[src/rtl/fan_pwm_tach.sv]
// Multi-channel fan controller on Wishbone: PWM outputs with period-boundary
// duty updates, debounced tach counters gated per window, and stall interrupt.

module fpt_tach_ch #(
   parameter int TACH_W = 16,
   parameter int DEB    = 4
) (
   input  logic              clk,
   input  logic              rst,
   input  logic              tach_i,
   input  logic              last_i,
   output logic [TACH_W-1:0] cnt_next_o,
   output logic [TACH_W-1:0] tach_o
);
   logic              sync1_q, sync1_d, sync2_q, sync2_d;
   logic              filt_q, filt_d, filt_dly_q, filt_dly_d;
   logic [3:0]        deb_q, deb_d;
   logic [TACH_W-1:0] cnt_q, cnt_d, tach_q, tach_d, cnt_next;
   logic              inc;

   always_comb begin
      sync1_d    = tach_i;
      sync2_d    = sync1_q;
      filt_d     = filt_q;
      filt_dly_d = filt_q;
      deb_d      = '0;
      // Filtered level flips only after DEB consecutive disagreeing samples.
      if (sync2_q != filt_q) begin
         if (deb_q == 4'(DEB - 1)) filt_d = sync2_q;
         else                      deb_d  = deb_q + 1'b1;
      end
      inc      = filt_dly_q & ~filt_q & ~(&cnt_q);
      cnt_next = cnt_q + {{(TACH_W-1){1'b0}}, inc};
      cnt_d    = last_i ? '0 : cnt_next;
      tach_d   = last_i ? cnt_next : tach_q;
   end

   always_ff @(posedge clk) begin
      if (rst) begin
         sync1_q    <= 1'b0;
         sync2_q    <= 1'b0;
         filt_q     <= 1'b0;
         filt_dly_q <= 1'b0;
         deb_q      <= '0;
         cnt_q      <= '0;
         tach_q     <= '0;
      end else begin
         sync1_q    <= sync1_d;
         sync2_q    <= sync2_d;
         filt_q     <= filt_d;
         filt_dly_q <= filt_dly_d;
         deb_q      <= deb_d;
         cnt_q      <= cnt_d;
         tach_q     <= tach_d;
      end
   end

   assign cnt_next_o = cnt_next;
   assign tach_o     = tach_q;
endmodule

module fan_pwm_tach #(
   parameter int NCH      = 4,
   parameter int PWM_W    = 10,
   parameter int TACH_W   = 16,
   parameter int GATE_CNT = 50000000,
   parameter int DEB      = 4
) (
   input  logic           CLK_I,
   input  logic           RST_I,
   input  logic           FPT_CYC_I,
   input  logic           FPT_STB_I,
   input  logic           FPT_WE_I,
   input  logic [5:0]     FPT_ADR_I,
   input  logic [31:0]    FPT_DAT_I,
   input  logic [3:0]     FPT_SEL_I,
   output logic           FPT_ACK_O,
   output logic           FPT_ERR_O,
   output logic           FPT_RTY_O,
   output logic [31:0]    FPT_DAT_O,
   output logic [NCH-1:0] PWM_O,
   input  logic [NCH-1:0] TACH_I,
   output logic           IRQ_O
);
   localparam int GW = $clog2(GATE_CNT);

   logic                          ack_q, ack_d;
   logic [31:0]                   dat_q, dat_d, rdata;
   logic [NCH-1:0]                ch_en_q, ch_en_d, ie_q, ie_d, stall_q, stall_d;
   logic [NCH-1:0]                w1c, stall_set;
   logic [PWM_W-1:0]              period_sh_q, period_sh_d, period_act_q, period_act_d;
   logic [PWM_W-1:0]              cnt_q, cnt_d;
   logic [NCH-1:0][PWM_W-1:0]     duty_sh_q, duty_sh_d, duty_act_q, duty_act_d;
   logic [TACH_W-1:0]             stallth_q, stallth_d;
   logic [GW-1:0]                 gate_q, gate_d;
   logic                          irq_q, irq_d;
   logic                          acc, wr, last, wrap;
   logic [3:0]                    idx;
   logic [NCH-1:0][TACH_W-1:0]    win_cnt, tach_val;
   logic                          unused_ok;

   assign last = (gate_q == GW'(GATE_CNT - 1));

   for (genvar g = 0; g < NCH; g++) begin : g_ch
      fpt_tach_ch #(.TACH_W(TACH_W), .DEB(DEB)) u_ch (
         .clk        (CLK_I),
         .rst        (RST_I),
         .tach_i     (TACH_I[g]),
         .last_i     (last),
         .cnt_next_o (win_cnt[g]),
         .tach_o     (tach_val[g])
      );
      assign stall_set[g] = last & ch_en_q[g] & (win_cnt[g] < stallth_q);
      assign PWM_O[g]     = ch_en_q[g] & (cnt_q < duty_act_q[g]);
   end

   always_comb begin
      acc         = FPT_STB_I & ~ack_q;
      wr          = acc & FPT_WE_I;
      idx         = FPT_ADR_I[5:2];
      ack_d       = acc;
      ch_en_d     = ch_en_q;
      ie_d        = ie_q;
      period_sh_d = period_sh_q;
      stallth_d   = stallth_q;
      duty_sh_d   = duty_sh_q;
      w1c         = '0;
      if (wr) begin
         case (idx)
            4'd0: begin
               ch_en_d = FPT_DAT_I[NCH-1:0];
               ie_d    = FPT_DAT_I[16 +: NCH];
            end
            4'd1: w1c         = FPT_DAT_I[NCH-1:0];
            4'd2: period_sh_d = FPT_DAT_I[PWM_W-1:0];
            4'd3: stallth_d   = FPT_DAT_I[TACH_W-1:0];
            default: ;
         endcase
         for (int i = 0; i < NCH; i++)
            if (idx == 4'(4 + i)) duty_sh_d[i] = FPT_DAT_I[PWM_W-1:0];
      end

      rdata = '0;
      case (idx)
         4'd0: begin
            rdata[NCH-1:0]  = ch_en_q;
            rdata[16 +: NCH] = ie_q;
         end
         4'd1: rdata[NCH-1:0]    = stall_q;
         4'd2: rdata[PWM_W-1:0]  = period_sh_q;
         4'd3: rdata[TACH_W-1:0] = stallth_q;
         default: begin
            for (int i = 0; i < NCH; i++) begin
               if (idx == 4'(4 + i)) rdata[PWM_W-1:0]  = duty_sh_q[i];
               if (idx == 4'(8 + i)) rdata[TACH_W-1:0] = tach_val[i];
            end
         end
      endcase
      dat_d = (acc & ~FPT_WE_I) ? rdata : '0;

      // Active values only change on the wrap cycle so no runt pulses appear.
      wrap         = (cnt_q == period_act_q);
      cnt_d        = wrap ? '0 : cnt_q + 1'b1;
      period_act_d = wrap ? period_sh_q : period_act_q;
      duty_act_d   = wrap ? duty_sh_q : duty_act_q;

      gate_d  = last ? '0 : gate_q + 1'b1;
      stall_d = (stall_q & ~w1c) | stall_set;
      irq_d   = |(stall_q & ie_q);
   end

   always_ff @(posedge CLK_I) begin
      if (RST_I) begin
         ack_q        <= 1'b0;
         dat_q        <= '0;
         ch_en_q      <= '0;
         ie_q         <= '0;
         stall_q      <= '0;
         period_sh_q  <= '1;
         period_act_q <= '1;
         duty_sh_q    <= '0;
         duty_act_q   <= '0;
         stallth_q    <= '0;
         cnt_q        <= '0;
         gate_q       <= '0;
         irq_q        <= 1'b0;
      end else begin
         ack_q        <= ack_d;
         dat_q        <= dat_d;
         ch_en_q      <= ch_en_d;
         ie_q         <= ie_d;
         stall_q      <= stall_d;
         period_sh_q  <= period_sh_d;
         period_act_q <= period_act_d;
         duty_sh_q    <= duty_sh_d;
         duty_act_q   <= duty_act_d;
         stallth_q    <= stallth_d;
         cnt_q        <= cnt_d;
         gate_q       <= gate_d;
         irq_q        <= irq_d;
      end
   end

   assign FPT_ACK_O = ack_q;
   assign FPT_DAT_O = dat_q;
   assign FPT_ERR_O = 1'b0;
   assign FPT_RTY_O = 1'b0;
   assign IRQ_O     = irq_q;
   assign unused_ok = ^{FPT_CYC_I, FPT_SEL_I, FPT_ADR_I[1:0], FPT_DAT_I};
endmodule

[config.mk]
export PLATFORM = sky130hd
export DESIGN_NAME = fan_pwm_tach
export DESIGN_NICKNAME = d
export VERILOG_FILES = /design/src/rtl/fan_pwm_tach.sv
export SDC_FILE = /design/constraint.sdc
export NUM_CORES = 1
export LEC_CHECK = 0
export BUFFER_PORTS_ARGS = -buffer_cell sky130_fd_sc_hd__buf_2
export CAP_MARGIN = 10
export CORE_ASPECT_RATIO = 0.5
export CORE_MARGIN = 2
export CORE_UTILIZATION = 50
export DETAILED_ROUTE_END_ITERATION = 10
export GPL_TIMING_DRIVEN = 1
export PLACE_DENSITY = 0.68
export SYNTH_ARGS = -nofsm -noshare
export SYNTH_HDL_FRONTEND = slang
export SYNTH_SLANG_ARGS = --single-unit
[constraint.sdc]
create_clock -name CLK_I -period 9.9 [get_ports CLK_I]
set_clock_uncertainty 0.2 [all_clocks]
set_input_delay 0.495 -clock CLK_I [delete_from_list [all_inputs] [get_ports CLK_I]]
set_output_delay 0.495 -clock CLK_I [all_outputs]
set_load 0.01 [all_outputs]
## Word level (Yosys, flattened, before mapping)

Cells that the tools add are included.

- Register bits: 358
- Bits of input ports: 51
- Output and inout bits: 40
- Logic and storage cells: 173

- Add/subtract/negate cells: 10
- Order comparisons: 8
- Equal/unequal tests: 21
- Muxes and demuxes: 14
- Bitwise gates (word level): 43
- Reductions and logical operators: 28

Operators with widths:

| cell | count |
|---|---|
| $mux W16 | 5 |
| $add A16 B1 Y16 | 4 |
| $lt A16 B16 Y1 | 4 |
| $reduce_and A16 Y1 | 4 |
| $lt A10 B10 Y1 | 4 |
| $mux W10 | 4 |
| $add A26 B1 Y26 const B | 1 |
| $eq A26 B26 Y1 const B | 1 |
| $eq A4 B2 Y1 const B | 6 |
| $and A1 B1 Y1 | 23 |
| $reduce_and A2 Y1 | 11 |
| $pmux W6 S3 | 1 |
| $reduce_or A3 Y1 | 6 |
| $add A4 B1 Y4 const B | 4 |
| $eq A4 B3 Y1 const B | 4 |
| $eq A4 B4 Y1 const B | 4 |
| $not A1 Y1 | 16 |
| $pmux W4 S4 | 1 |
| $pmux W6 S2 | 1 |
| $add A10 B1 Y10 const B | 1 |
| $eq A10 B10 Y1 | 1 |
| $and A4 B4 Y4 | 2 |
| $mux W4 | 2 |
| $reduce_or A2 Y1 | 4 |
| 6 further kinds | 10 |

## Logic depth before layout (Yosys ltp)

- Depth after elaboration: 11
- Depth in mapped cells: 18
- Mapped depth without buffers: 18

## By module

From an unflattened synthesis, not the netlist that was laid out.

- Cell total of the unflattened synthesis: 1,908
- Area total of the unflattened synthesis: 17,002.6 µm²

By module, submodules not included:

| module | times used | cells each | area each (µm²) | sequential area each (µm²) |
|---|---|---|---|---|
| fan_pwm_tach | 1 | 1,201 | 10,555.1 | 3,723.6 |
| fpt_tach_ch at g_ch[1].u_ch ... | 2 | 177 | 1,595.3 | 800.8 |
| fpt_tach_ch at g_ch[3].u_ch | 1 | 179 | 1,635.3 | 800.8 |
| fpt_tach_ch at g_ch[0].u_ch | 1 | 174 | 1,621.6 | 800.8 |

## Least setup slack after synthesis

No wires, ideal clock.

- Path kind: register -> register
- Start: reg g_ch[2].u_ch.cnt_q[6]
- End: reg stall_q[2]
- Setup time: 0.070 ns
- Arrival time: 2.964 ns
- Data required time: 9.630 ns
- Slack: 6.666 ns
- Stages on the path, launching flop included: 17
- Path buffers: 0
- Clock period less this slack: 3.234 ns
- Cell sequence: dfxtp_1 -> nand4_1 -> or3_1 -> nor3_1 -> nor3b_1 -> ha_1 -> nand3_1 -> nor2_1 -> and4_1 -> xnor2_1 -> inv_1 -> ha_1 -> a211oi_1 -> o22ai_1 -> nor3_1 -> o21ai_0 -> a21oi_1

- Word-level cells in the longest chain between the ends: 7

RTL lines:

| what | RTL line | text |
|---|---|---|
| from (decl) | 18 | `logic [TACH_W-1:0] cnt_q, cnt_d, tach_q, tach_d, cnt_next;` |
| from (signal assigned) | 53 | `cnt_q <= cnt_d;` |
| $reduce_and A16 Y1 | 32 | `inc = filt_dly_q & ~filt_q & ~(&cnt_q);` |
| $not A1 Y1 | 32 |  |
| $and A1 B1 Y1 | 32 |  |
| $add A16 B1 Y16 (*) | 33 | `cnt_next = cnt_q + {{(TACH_W-1){1'b0}}, inc};` |
| named net g_ch[2].u_ch.cnt_next_o[9] | 12 | `output logic [TACH_W-1:0] cnt_next_o,` |
| $lt A16 B16 Y1 (*) | 113 | `assign stall_set[g] = last & ch_en_q[g] & (win_cnt[g] < stallth_q);` |
| $and A1 B1 Y1 (*) | 113 |  |
| $or A4 B4 Y4 (*) | 168 | `stall_d = (stall_q & ~w1c) \| stall_set;` |
| to (signal assigned) | 192 | `stall_q <= stall_d;` |
| to (decl) | 89 | `logic [NCH-1:0] ch_en_q, ch_en_d, ie_q, ie_d, stall_q, stall_d;` |

Mark *: on every way through the listed nets, which the timed path passes. The rest lies on a longest branch.
A chain may end at the register's enable or synchronous reset.

## Worst setup path after layout

- Start: reg g_ch[0].u_ch.cnt_q[4]
- End: reg stall_q[0]

- Word-level cells in the longest chain between the ends: 7

RTL lines:

| what | RTL line |
|---|---|
| from (decl) | 18 |
| from (signal assigned) | 53 |
| $reduce_and A16 Y1 | 32 |
| $not A1 Y1 | 32 |
| $and A1 B1 Y1 | 32 |
| $add A16 B1 Y16 (*) | 33 |
| named net g_ch[0].u_ch.cnt_next_o[14] | 12 |
| $lt A16 B16 Y1 (*) | 113 |
| $and A1 B1 Y1 (*) | 113 |
| $or A4 B4 Y4 (*) | 168 |

Marked as above.

==> impl_metrics.csv <==
group,metric,value,unit
worst_setup_path,cp_data_arrival_time,4.24,ns
route,drc,0,
worst_setup_path,crit_type,"reg2reg",
finish,final_common_cell,"dfxtp_1",
placed_design,dpl.hpwl,29.0,mm
sta,rsz0062_at_grt,"no",
clock_tree,clk_pin_slew_worst_paths,0.07,ns
worst_setup_path,cpPeakStageDelay,0.37,ns
flow_run,drv_cap,0,
synthesis,syn_avg_cell_area,8.87,um^2
worst_setup_path,cpLargestDelayFamily,"simple AND/OR/NAND/NOR gates",
worst_setup_path,critical_path.most_common_cell,"ha_1",
route,drt_iter0_drc,1038,
worst_setup_path,rr_worst_depth,15,
clock_tree,clock_sink_count,346,
synthesis,synthFlopType,"dfxtp_1",
worst_setup_path,critPathSlowestCell,"nor3_1",
grt,antenna_found_initial,0,
synthesis,synth_enable_flop_cells,0,
route,wl_per_cell,17.6,um
hold_path,min_to,"stallth_q[8]",
route,viasPerCell,5.49,
sta,finalCritPeriodShare,0.397,
route,vias,12831,
route,routed_wl,41.2,mm
power_and_ir_drop,vdd_ir_drop_max,0.0888,mV
worst_setup_path,required,10.21,ns
route,drt.antenna.violating_nets,0,
floorplanning,num_rows,46,
sta,period_minus_slack,3.93,ns
synthesis,yosysUniqueCellTypes,57,
finish,antenna_cells,0,
clock_tree,post_cts_buffers,0,
grt,grt_pass1_wl,65.2,mm
clock_tree,cts_buffers,31,
synthesis,synth_area,16500,um^2
worst_setup_path,start_kind,"flip-flop",
worst_setup_path,timing.rr.end,"stall_q[0]",
finish,fin_nets,2045,
finish,finalNonFillerCells,2338,
worst_setup_path,reg2reg_slack,5.97,ns
placed_design,place.gp.congestion,0.872,
synthesis,synthArstFlopShare,0,
floorplanning,die_h,132,um
clock_tree,clkLatencyLatePin,0.58,ns
worst_setup_path,worstPathMaxFanout,6,
finish,mostFrequentLayoutCells,"dfxtp_1 (346), nor2_1 (235), nand2_1 (167), ha_1 (111), inv_1 (103)",
floorplanning,initial_core_util,0.515,
floorplanning,coreArea,32100,um^2
synthesis,ys_warn_count,0,
synthesis,syn-instance-count,1860,
finish,drive_gt1_frac,0.0771,
grt,grt_pass1_vias,11738,
placed_design,dp_cells,2268,
sta,worst_pin_slew,1.11,ns
hold_path,hp-class,"in2reg",
finish,syn_to_final_growth,10.3,%
worst_setup_path,critPathBufInv,1,
sta,relSlewSlack,0.256,
worst_setup_path,worst_setup_path_end_kind,"flip-flop",
worst_setup_path,r2r-start,"g_ch[0].u_ch.cnt_q[4]",
run_status,status,"finished clean",
sta,fmax,0.255,GHz
placed_design,port_buffers,57,
grt,grt-ovfl-total,0,
grt,grt_max_degree,167,
sta,finalSetupViolations,0,
finish,n_fill_cell,2863,
floorplanning,die_w,261,um
floorplanning,dieArea,34600,um^2
hold_path,hold_depth,3,
clock_tree,cts_resized,0,
floorplanning,io_pins,91,
sta,slew_viol_final,0,
power_and_ir_drop,power_density,154,nW/um^2
synthesis,ys_ff_latch,346,
sta,holdWs,0.0380,ns
sta,finalSetupTns,0,ns
power_and_ir_drop,p_leak,6.94,nW
clock_tree,cts_tree,"done",
sta,hold_viol,0,
route,drtPass1Iterations,6,
clock_tree,cts-root-buf,"clkbuf_16",
grt,gr-usage-all-layers,0.238,
synthesis,ys_seq_area_frac,0.420,
worst_setup_path,path_cells,"nand4_1, nor3_1, a311oi_1, ha_1, ha_1, nand3_1, nor3_1, nand3_1, xor2_1, inv_1, ha_1, nor2b_1, o21ai_0, a31oi_1, a21oi_1",
hold_path,min_from,"FPT_DAT_I[8]",
clock_tree,htree_levels,1,
clock_tree,cts_max_path_buffers,3,
## cell families (layout without fill, tap and decap cells)
family,Yosys count,count (layout),share of synthesized area
muxes,109,109,0.0699
other,1,14,0.000227
DFF,346,346,0.420
xor gates and xnor gates,110,110,0.0584
buffers and inverters,209,242,0.0557
AOI/OAI and AO/OA,290,290,0.115
adders and majority gates,111,111,0.0841
and+or+nand+nor,684,684,0.197
## state kept, by name (all words and copies together) (netlist names), 10 cells and up
name              flops
g_ch.u_ch.cnt_q      64
duty_act_q           40
stallth_q            16
cnt_q                10
FPT_DAT_O            20
g_ch.u_ch.deb_q      16
duty_sh_q            40
period_sh_q          10
g_ch.u_ch.tach_o     64
period_act_q         10
gate_q               26
## worst reg2reg max path: stages (launching register included)
cell	delay, ns
dfxtp_1	0.35
nand4_1	0.30
nor3_1	0.12
a311oi_1	0.29
ha_1	0.26
ha_1	0.20
nand3_1	0.23
nor3_1	0.37
nand3_1	0.14
xor2_1	0.36
inv_1	0.09
ha_1	0.29
nor2b_1	0.13
o21ai_0	0.28
a31oi_1	0.13
a21oi_1	0.13
## through the flow
step	worst slack (ns)	area, um^2	utilization	total power, mW
floorplan	6.67	16600	-	1.51
global placement	6.12	17000	0.530	1.54
detailed placement	6.07	17000	0.530	1.54
CTS	6.06	18200	0.568	2.83
global route	5.69	18200	0.568	2.89
finish	5.97	18200	0.568	2.81
## cells in the mapped netlist (12+ instances only)
master,n,area (um^2)
a211o_1,24,210
a211oi_1,47,353
a21oi_1,88,440
a22oi_1,21,158
a31oi_1,12,75.1
and2_1,40,250
and3_1,14,87.6
and4_1,13,114
buf_2,18,90.1
buf_4,18,135
clkbuf_1,57,214
dfxtp_1,346,6930
ha_1,111,1390
inv_1,103,387
mux2i_1,95,951
nand2_1,167,627
nand3_1,50,250
nand4_1,34,213
nor2_1,235,882
nor2b_1,46,288
nor3_1,37,185
o211ai_1,13,97.6
o21ai_0,43,215
xnor2_1,56,490
xor2_1,54,473
## power by group
part           internal (mW)  total [mW]  leakage [nW]  switching (mW)
Clock                  0.744        1.29         0.517           0.551
Combinational         0.0348       0.105          3.63          0.0699
Sequential              1.40        1.41          2.79         0.00939
Total                   2.18        2.81          6.94           0.630
## metal layers
| layer | track usage | wire length, um | share of wire | vias to the layer above |
|---|---|---|---|---|
| met2 | 0.367 | 18000 | 0.44 | 287 |
| met4 | 0.0463 | 778 | 0.019 | 0 |
| met3 | 0.0379 | 2480 | 0.060 | 47 |
| met5 | 0 | 0 | 0 | - |
| li1 | - | - | - | 6443 |
| met1 | 0.352 | 20000 | 0.49 | 6054 |
## how the worst max path moves through the flow
stage                                from          to  cells after the start
detailed placement  g_ch[0].u_ch.cnt_q[4]  stall_q[0]                     15
global placement    g_ch[0].u_ch.cnt_q[4]  stall_q[0]                     15
CTS                 g_ch[0].u_ch.cnt_q[4]  stall_q[0]                     15
floorplan           g_ch[2].u_ch.cnt_q[6]  stall_q[2]                     16
global route        g_ch[0].u_ch.cnt_q[4]  stall_q[0]                     15
finish              g_ch[0].u_ch.cnt_q[4]  stall_q[0]                     15
## what timing repair did
action / 4_1_cts / 5_1_grt
setup endpoints to repair: 0 / 0
hold buffers: 14 / 0
hold endpoints to repair: 14 / 0
## final cells by class
cell class / instances / area (um^2) / share of cell area
Tap cell: 432 / 541 / 0.0297
Inverter: 103 / 387 / 0.0212
Clock buffer: 39 / 856 / 0.0470
Clock inverter: 17 / 233 / 0.0128
Sequential cell: 346 / 6930 / 0.380
Multi-Input combinational cell: 1318 / 8730 / 0.480
Timing Repair Buffer: 83 / 534 / 0.0293
Power figures use the tool's default switching activity.
